**src/rtl/instruction_fetch_unit.sv**
```systemverilog
// Fetch front end: owns the PC, issues word reads to instruction memory and
// hands {pc, instruction} to decode through a small FIFO with a valid/ready handshake.
module instruction_fetch_unit #(
   parameter int                    ADDR_WIDTH = 16,
   parameter int                    DATA_WIDTH = 32,
   parameter int                    MEM_WORDS  = 2048,
   parameter logic [ADDR_WIDTH-1:0] RESET_PC   = '0,
   parameter int                    BUF_DEPTH  = 2
) (
   input  logic                  clk,
   input  logic                  rst_n,
   input  logic                  enable,
   input  logic                  redirect_valid,
   input  logic [ADDR_WIDTH-1:0] redirect_pc,
   output logic                  imem_rd,
   output logic                  imem_wn,
   output logic [ADDR_WIDTH-1:0] imem_address,
   input  logic [DATA_WIDTH-1:0] imem_read_data,
   output logic                  inst_valid,
   input  logic                  inst_ready,
   output logic [DATA_WIDTH-1:0] inst_data,
   output logic [ADDR_WIDTH-1:0] inst_pc
);

   localparam int PTR_W = $clog2(BUF_DEPTH);
   localparam int OCC_W = PTR_W + 1;

   typedef enum logic {
      IDLE,
      RUN
   } state_t;

   state_t                r_state;
   logic [ADDR_WIDTH-1:0] r_pc;
   logic                  r_inflight;
   logic [ADDR_WIDTH-1:0] r_inflightPc;
   logic [DATA_WIDTH-1:0] r_bufData [BUF_DEPTH];
   logic [ADDR_WIDTH-1:0] r_bufPc   [BUF_DEPTH];
   logic [PTR_W-1:0]      r_head;
   logic [PTR_W-1:0]      r_tail;
   logic [OCC_W-1:0]      r_occ;

   logic                  w_pop;
   logic                  w_push;
   logic                  w_issue;
   logic [OCC_W:0]        w_pending;
   logic [ADDR_WIDTH-1:0] w_pcNext;

   // A read is only issued when its response is guaranteed a free buffer slot,
   // counting the word already in flight and any word leaving this cycle.
   assign w_pop     = inst_valid & inst_ready;
   assign w_pending = {1'b0, r_occ} + (OCC_W+1)'(r_inflight) - (OCC_W+1)'(w_pop);
   assign w_issue   = (r_state == RUN) & ~redirect_valid
                      & (w_pending < (OCC_W+1)'(BUF_DEPTH));
   assign w_push    = r_inflight & ~redirect_valid;
   assign w_pcNext  = (r_pc == ADDR_WIDTH'(MEM_WORDS - 1)) ? '0 : r_pc + ADDR_WIDTH'(1);

   assign imem_rd      = w_issue;
   assign imem_wn      = 1'b0;
   assign imem_address = r_pc;
   assign inst_valid   = (r_occ != '0);
   assign inst_data    = r_bufData[r_head];
   assign inst_pc      = r_bufPc[r_head];

   always_ff @(posedge clk or negedge rst_n) begin
      if (!rst_n) begin
         r_state      <= IDLE;
         r_pc         <= RESET_PC;
         r_inflight   <= 1'b0;
         r_inflightPc <= '0;
         r_head       <= '0;
         r_tail       <= '0;
         r_occ        <= '0;
         for (int i = 0; i < BUF_DEPTH; i++) begin
            r_bufData[i] <= '0;
            r_bufPc[i]   <= '0;
         end
      end else begin
         case (r_state)
            IDLE:    if (enable)  r_state <= RUN;
            RUN:     if (!enable) r_state <= IDLE;
            default: r_state <= IDLE;
         endcase

         // Redirect drops everything queued or returning; a handshake in the same
         // cycle has already completed on the decode side, so it is simply lost with the flush.
         if (redirect_valid) begin
            r_pc       <= redirect_pc;
            r_inflight <= 1'b0;
            r_head     <= '0;
            r_tail     <= '0;
            r_occ      <= '0;
         end else begin
            if (w_issue) begin
               r_pc         <= w_pcNext;
               r_inflight   <= 1'b1;
               r_inflightPc <= r_pc;
            end else begin
               r_inflight <= 1'b0;
            end
            if (w_push) begin
               r_bufData[r_tail] <= imem_read_data;
               r_bufPc[r_tail]   <= r_inflightPc;
               r_tail            <= r_tail + PTR_W'(1);
            end
            if (w_pop) begin
               r_head <= r_head + PTR_W'(1);
            end
            r_occ <= r_occ + OCC_W'(w_push) - OCC_W'(w_pop);
         end
      end
   end

endmodule

```
**config.mk**
```make
export PLATFORM = sky130hd
export DESIGN_NAME = instruction_fetch_unit
export DESIGN_NICKNAME = d
export VERILOG_FILES = /design/src/rtl/instruction_fetch_unit.sv
export SDC_FILE = /design/constraint.sdc
export NUM_CORES = 1
export LEC_CHECK = 0
export BUFFER_PORTS_ARGS = -buffer_cell sky130_fd_sc_hd__buf_2
export CAP_MARGIN = 20
export CORE_ASPECT_RATIO = 1.75
export CORE_UTILIZATION = 40
export DETAILED_ROUTE_END_ITERATION = 6
export PLACE_DENSITY = 0.7
export SETUP_SLACK_MARGIN = 0.4
export SLEW_MARGIN = 10
export SYNTH_ARGS = -nofsm -noshare
export SYNTH_HDL_FRONTEND = slang
export SYNTH_SLANG_ARGS = --single-unit
```
**constraint.sdc**
```tcl
create_clock -name clk -period 4.1 [get_ports clk]
set_clock_uncertainty 0.1 [all_clocks]
set_input_delay 0.82 -clock clk [delete_from_list [all_inputs] [get_ports clk]]
set_output_delay 0.82 -clock clk [all_outputs]
set_load 0.02 [all_outputs]
```
==> out/summary.txt, run 1 <==
Power Density -> 753 mW/mm2
Chip Width -> 95.7 um
CTS tree -> built
Filler cells -> 1346
Type of origin of the critical path -> flip-flop
Final period util -> 84.5%
Worst-path clk slew -> 0.06 ns
Rel. slew slack -> 49.0%
GR Overflow Total -> 0
Ys flop type -> dfrtp_1
Io pins -> 120
Placed Cells -> 724
# DRC -> 0
Hold buffer count at CTS -> 0
Antenna violations before repair -> 0
Slew @ Worst Pin -> 0.764 ns
Routed vias/inst -> 5.20
LEAKAGE -> 0.00347 uW
Final setup TNS -> 0 ns
Final Net Count -> 618
H-tree depth -> 4
Setup violators final -> 0
Post-CTS Setup Inserts -> 0
Row count -> 59
Avg WL per Cell -> 17.6 um
Final Non-Filler Cells -> 757
Sink Count -> 134
Post-synthesis sequential area ratio -> 54.5%
Worst-path fanout max -> 4
Synth-to-layout area growth -> 21.4%
Reg area -> 0.00335 mm2
Mapped cell area -> 0.00615 mm2
ANT nets after route -> 0
Hold Vio Cnt, Final -> 0
Max Cap Viol -> 0
CTS buffer count -> 17
Ys async rst share -> 100%
Port Buf Inserts -> 118
Crit. End Element -> primary output
R2r endpoint -> imem_address[5]
N_diodes -> 0
Area of the multi-input gates -> 0.00265 mm2
CP arrival -> 2.55 ns
Hold WC Path Type -> input port to async pin
Reg2reg setup slack -> 1.05 ns
Overall Global Routing Usage -> 18.3%
Max Fclk -> 0.289 GHz
Die Y -> 166 um
EDFF count, synth -> 0
RSZ-0062 raised after global routing -> false
Via count -> 3933
Starting DRC count in detailed routing -> 98
Slew Viols, Final -> 0
Total wire length -> 13.4 mm
Pre-antenna DRT Iters -> 4
Clk Latency, worst-skew pair -> 0.41 ns
Final HPWL DP -> 9.10 mm
Initial Utilization -> 41.2%
Crit path kind -> flip-flop to primary output
Layout cells sized above 1 -> 57.5%
Die area -> 0.0159 mm2
Worst VDD drop -> 301 uV
Yosys warns -> 0
Cell count of the worst reg-to-reg path -> 10
Syn Inst Count -> 443
Crit Reg-Reg Startpoint -> r_occ[1]
Routability cong. -> 0.882
First-pass GRT wire length -> 21.8 mm
Syn nets -> 500
Cell variety after synth -> 49
Status -> complete, no violations
Worst setup path startpoint -> r_occ[1]
Min Tclk post-route -> 3.47 ns
# resized after CTS -> 0
Vias in the first global route -> 4270
Synth Area per Inst -> 13.9 um2
Largest net degree at the start of global routing -> 109
Worst EP required -> 3.18 ns
#FFs+latches synth -> 134
Floorplan core area -> 0.0149 mm2
Clock buffer depth -> 2
CTS Root Cell -> clkbuf_16
[power by group]
part           internal (uW)  switching, uW
combinational            999           1020
clock                    836            583
sequential              1850            335
[worst max-delay path: stages (launching register included)]
cell and delay [ns]:
dfrtp_1 0.44, or2_2 0.16, nand2_1 0.09, nor2_1 0.17
o21ai_0 0.14, fa_1 0.39, xnor2_1 0.27, nand3_2 0.19
nor2_8 0.11, buf_2 0.17
[cells by family after synthesis]
logic type	synth area share, %
other cells	0.0610
mux	29.5
flops	54.5
simple gates	7.69
buf+inv	2.50
fa+ha+maj	0.936
xor+xnor	1.85
compound gates	2.97
[state kept, by name, indices dropped and copies added (netlist names)]
name	cells
r_bufData	64
r_bufPc	32
imem_address	16
r_inflightPc	16
r_occ	2
r_head	1
r_inflight	1
r_state	1
r_tail	1
[placed cells by master, fill, tap and decap left out, drive strengths merged, types with 3 or more instances in the layout]
master      n
mux2      161
o21ai      11
nor2       13
xor2        6
a21oi       7
buf       125
xnor2       7
nand3       6
nand2      18
clkinvlp    6
nor2b       5
ha          3
nand3b      3
dfrtp     134
nand4       6
nor3        5
clkinv      5
nand2b      3
clkbuf     18
o211ai      3
inv         4
nor4        4
[cell usage after synthesis (all sizes together) (2+ instances only)]
master / number / area (um2)
buf: 21 / 128
nand4: 6 / 52.6
xnor2: 7 / 61.3
dfrtp: 134 / 3350
a22o: 2 / 17.5
nand3b: 3 / 22.5
a21oi: 7 / 38.8
o21ai: 11 / 55.1
nor3: 5 / 35.0
o211ai: 3 / 22.5
nand2: 18 / 67.6
nand3: 6 / 35.0
inv: 2 / 7.51
ha: 3 / 37.5
nor2b: 5 / 31.3
nand4b: 2 / 17.5
nand2b: 3 / 18.8
mux2: 161 / 1810
nor4: 4 / 46.3
clkbuf: 5 / 18.8
xor2: 6 / 52.6
nor2: 13 / 65.1
[worst max path at each step]
stage / to / cells past startpoint
2_1_floorplan: imem_rd / 8
3_3_place_gp: imem_rd / 9
3_5_place_dp: imem_rd / 9
4_1_cts: imem_rd / 9
5_1_grt: imem_rd / 9
6_report: imem_rd / 9
[routing by layer]
| layer | GRT usage (%) | part of all wire, % | routed length, um | vias to the layer above |
|---|---|---|---|---|
| li1 | - | - | - | 1824 |
| met2 | 33.6 | 57 | 7640 | 119 |
| met3 | 3.85 | 4.0 | 529 | 16 |
| met1 | 19.3 | 37 | 4950 | 1974 |
| met5 | 0 | 0 | 0 | - |
| met4 | 7.72 | 1.7 | 233 | 0 |
[cell type report]
type | count | share of cell area (%)
flip-flops and latches | 134 | 44.9
inverters | 2 | 0.101
multi-input cells | 281 | 35.5
clock buffers | 18 | 5.75
repair buffers | 125 | 8.96
well taps | 183 | 3.07
clock inverters | 14 | 1.73
[per-stage QoR]
stage / total power, uW / utilization [%] / cell area (um2) / hold slack (ns) / worst slack [ns]
after floorplan: 3610 / - / 6150 / 0.374 / 0.866
after detailed placement: 4260 / 46.2 / 6880 / 0.390 / 0.730
final: 5630 / 50.1 / 7470 / 0.169 / 0.635
after CTS: 5710 / 49.9 / 7440 / 0.402 / 0.591
after global placement: 4160 / 46.2 / 6880 / 0.381 / 0.766
after global routing: 5970 / 50.1 / 7470 / 0.170 / 0.426
Note: power is estimated with default switching activity, not from simulation.
==> run 2: changes to the inputs <==
--- a/config.mk
+++ b/config.mk
@@ -10,7 +10,7 @@
 export CORE_ASPECT_RATIO = 1.75
 export CORE_UTILIZATION = 40
 export DETAILED_ROUTE_END_ITERATION = 6
-export PLACE_DENSITY = 0.7
+export PLACE_DENSITY = 0.72
 export SETUP_SLACK_MARGIN = 0.4
 export SLEW_MARGIN = 10
 export SYNTH_ARGS = -nofsm -noshare
==> constraint.sdc (replaced) <==
create_clock -name clk -period 3 [get_ports clk]
set_clock_uncertainty 0.1 [all_clocks]
set_input_delay 0.6 -clock clk [delete_from_list [all_inputs] [get_ports clk]]
set_output_delay 0.6 -clock clk [all_outputs]
set_load 0.02 [all_outputs]
==> run 2 against run 1 <==
Net effect: flip-flop and latch count unchanged; critical path depth up 7; utilization up 2.7 points; clock power up 53%; cell area up 5.5%; setup slack worse by 0.53 ns; global-route usage about the same; count of clock-buffer cells in the layout up 1; cell count up 3.0%; sequential share of layout area down 2.3 points; via count up 4.5%.
==> out/summary.txt, run 2 (same netlist as run 1, synthesis figures left out) <==
Min Tclk post-route -> 2.89 ns
Max Cap Viol -> 0
Routed vias/inst -> 5.27
Gate power share -> 37.7%
Overall Global Routing Usage -> 18.3%
Commonest non-fill, non-tap cells in the layout -> mux2_2, dfrtp_1, buf_2
Row count -> 59
First-pass GRT wire length -> 22.2 mm
CTS buffer count -> 17
Worst EP required -> 3.20 ns
CTS Root Cell -> clkbuf_16
Initial Utilization -> 41.2%
Die Y -> 166 um
CP cell instances -> or2_4 -> nand2_4 -> nor2_4 -> o21ai_2 -> fa_2 -> xnor2_4 -> buf_4 -> buf_6 -> buf_6 -> buf_6 -> buf_6 -> nor2b_4 -> buf_6 -> o211ai_1 -> xnor2_1 -> a22o_1
Synth-to-layout area growth -> 28.1%
Hold WS -> 0.0696 ns
H-tree depth -> 4
Type of origin of the critical path -> flip-flop
Vias in the first global route -> 4434
Rel. slew slack -> 58.0%
Final Net Count -> 641
Clock power share -> 26.2%
Final period util -> 96.4%
Avg WL per Cell -> 17.8 um
Setup violators final -> 0
Largest stage delay, worst path -> 0.42 ns
Starting DRC count in detailed routing -> 106
R2r endpoint -> imem_address[7]
Internal Power -> 5520 uW
CP arrival -> 3.10 ns
Chip Width -> 95.7 um
Reg2reg setup slack -> 0.11 ns
Layout cells sized above 1 -> 61.3%
DP Area -> 0.00699 mm2
Slew Viols, Final -> 0
ANT nets after route -> 0
RSZ-0062 raised after global routing -> true
Hold Vio Cnt, Final -> 0
Max Fclk -> 0.346 GHz
Commonest non-fill, non-tap cell in the layout -> mux2_2
# DRC -> 0
CP most frequent cell -> buf_6
Psw -> 2760 uW
Crit path kind -> flip-flop to flip-flop
Worst VDD drop -> 506 uV
CTS tree -> built
Io pins -> 120
Floorplan core area -> 0.0149 mm2
Seq pwr share -> 36.1%
Worst setup path startpoint -> r_occ[0]
Buf/Inv on CP -> 6
Slowest stage cell on the critical path -> fa_2
N_diodes -> 0
LEAKAGE -> 0.00368 uW
Via count -> 4111
Routability cong. -> 0.903
Total wire length -> 13.9 mm
Registers with the most flip-flops -> r_bufData: 64 flops, r_bufPc: 32 flops
Cell count of the worst reg-to-reg path -> 16
Sink Count -> 134
Crit path to -> imem_address[7]
Crit. path cell count -> 16
Final core utilization -> 52.8%
Worst-path fanout max -> 7
Power Density -> 1050 mW/mm2
Top reg by flops -> r_bufData
GR Overflow Total -> 0
Largest net degree at the start of global routing -> 69
Pre-antenna DRT Iters -> 4
Final setup TNS -> 0 ns
Die area -> 0.0159 mm2
Slew @ Worst Pin -> 0.630 ns
Max FFs per register -> 64
Hold WC Path Type -> input port to async pin
Port Buf Inserts -> 118
Worst-path clk slew -> 0.06 ns
Status -> complete, no violations
Crit path max-delay family -> buffers and inverters
Crit. End Element -> flip-flop
Clock buffer depth -> 2
Finished Cell Area -> 0.00788 mm2
Antenna violations before repair -> 0
Crit Reg-Reg Startpoint -> r_occ[0]
Final HPWL DP -> 9.19 mm
Net Sw Frac -> 33.3%
Clk Latency, worst-skew pair -> 0.41 ns
[run 2: cell types whose count changed in the layout (fill, tap and decap cells not counted), moves of 3 or more]
cell	before	now
nand2_1	18	15
buf_6	1	9
buf_12	0	4
buf_4	6	19
bufinv_16	1	4
o21ai_1	2	8
clkinvlp_4	6	3
o21ai_0	9	2
[run 2: cell type report]
type	instances	area [um2]
clock buffers	19	433
clock inverters	13	180
fillers	1289	7030
inverters	2	7.51
multi-input cells	281	2760
flip-flops and latches	134	3360
well taps	183	229
repair buffers	148	905
[run 2: stage by stage]
stage	setup WS [ns]	std cells	power, uW
finish	0.108	780	8280
global route	0.0261	780	8730
detailed placement	0.216	727	5900
global placement	0.295	727	5760
CTS	0.0929	770	8260
floorplan	0.369	443	4970
[run 2: timing repair]
item | 4_1_cts | 5_1_grt
hold buffers | 0 | 0
gates resized for setup | 15 | 16
endpoints found under the setup margin | 55 | 33
setup buffers | 11 | 10
pin swaps | 11 | 12
[run 2: power groups by stage]
| stage | clock network, uW | registers [uW] | logic, uW |
|---|---|---|---|
| after global routing | 2300 | 3090 | 3340 |
| final | 2170 | 2990 | 3120 |
| after global placement | 0 | 2970 | 2790 |
| after CTS | 2230 | 3010 | 3020 |
| after floorplan | 0 | 2870 | 2110 |
| after detailed placement | 0 | 3040 | 2860 |
[run 2: worst min path at each step]
| stage | start | endpoint | slack (ns) |
|---|---|---|---|
| 2_1_floorplan | rst_n | imem_address[0] | 0.20 |
| 3_3_place_gp | r_bufData[17] | r_bufData[17] | 0.38 |
| 3_5_place_dp | r_bufData[3] | r_bufData[3] | 0.39 |
| 4_1_cts | rst_n | imem_address[0] | 0.1 |
| 5_1_grt | rst_n | imem_address[0] | 0.12 |
| 6_report | rst_n | imem_address[0] | 0.07 |
[run 2: routing by layer]
layer,wire (um),GRT usage (%)
met4,404,9.02
met5,0,0
met2,7700,32.5
met1,5190,20.0
met3,560,3.66
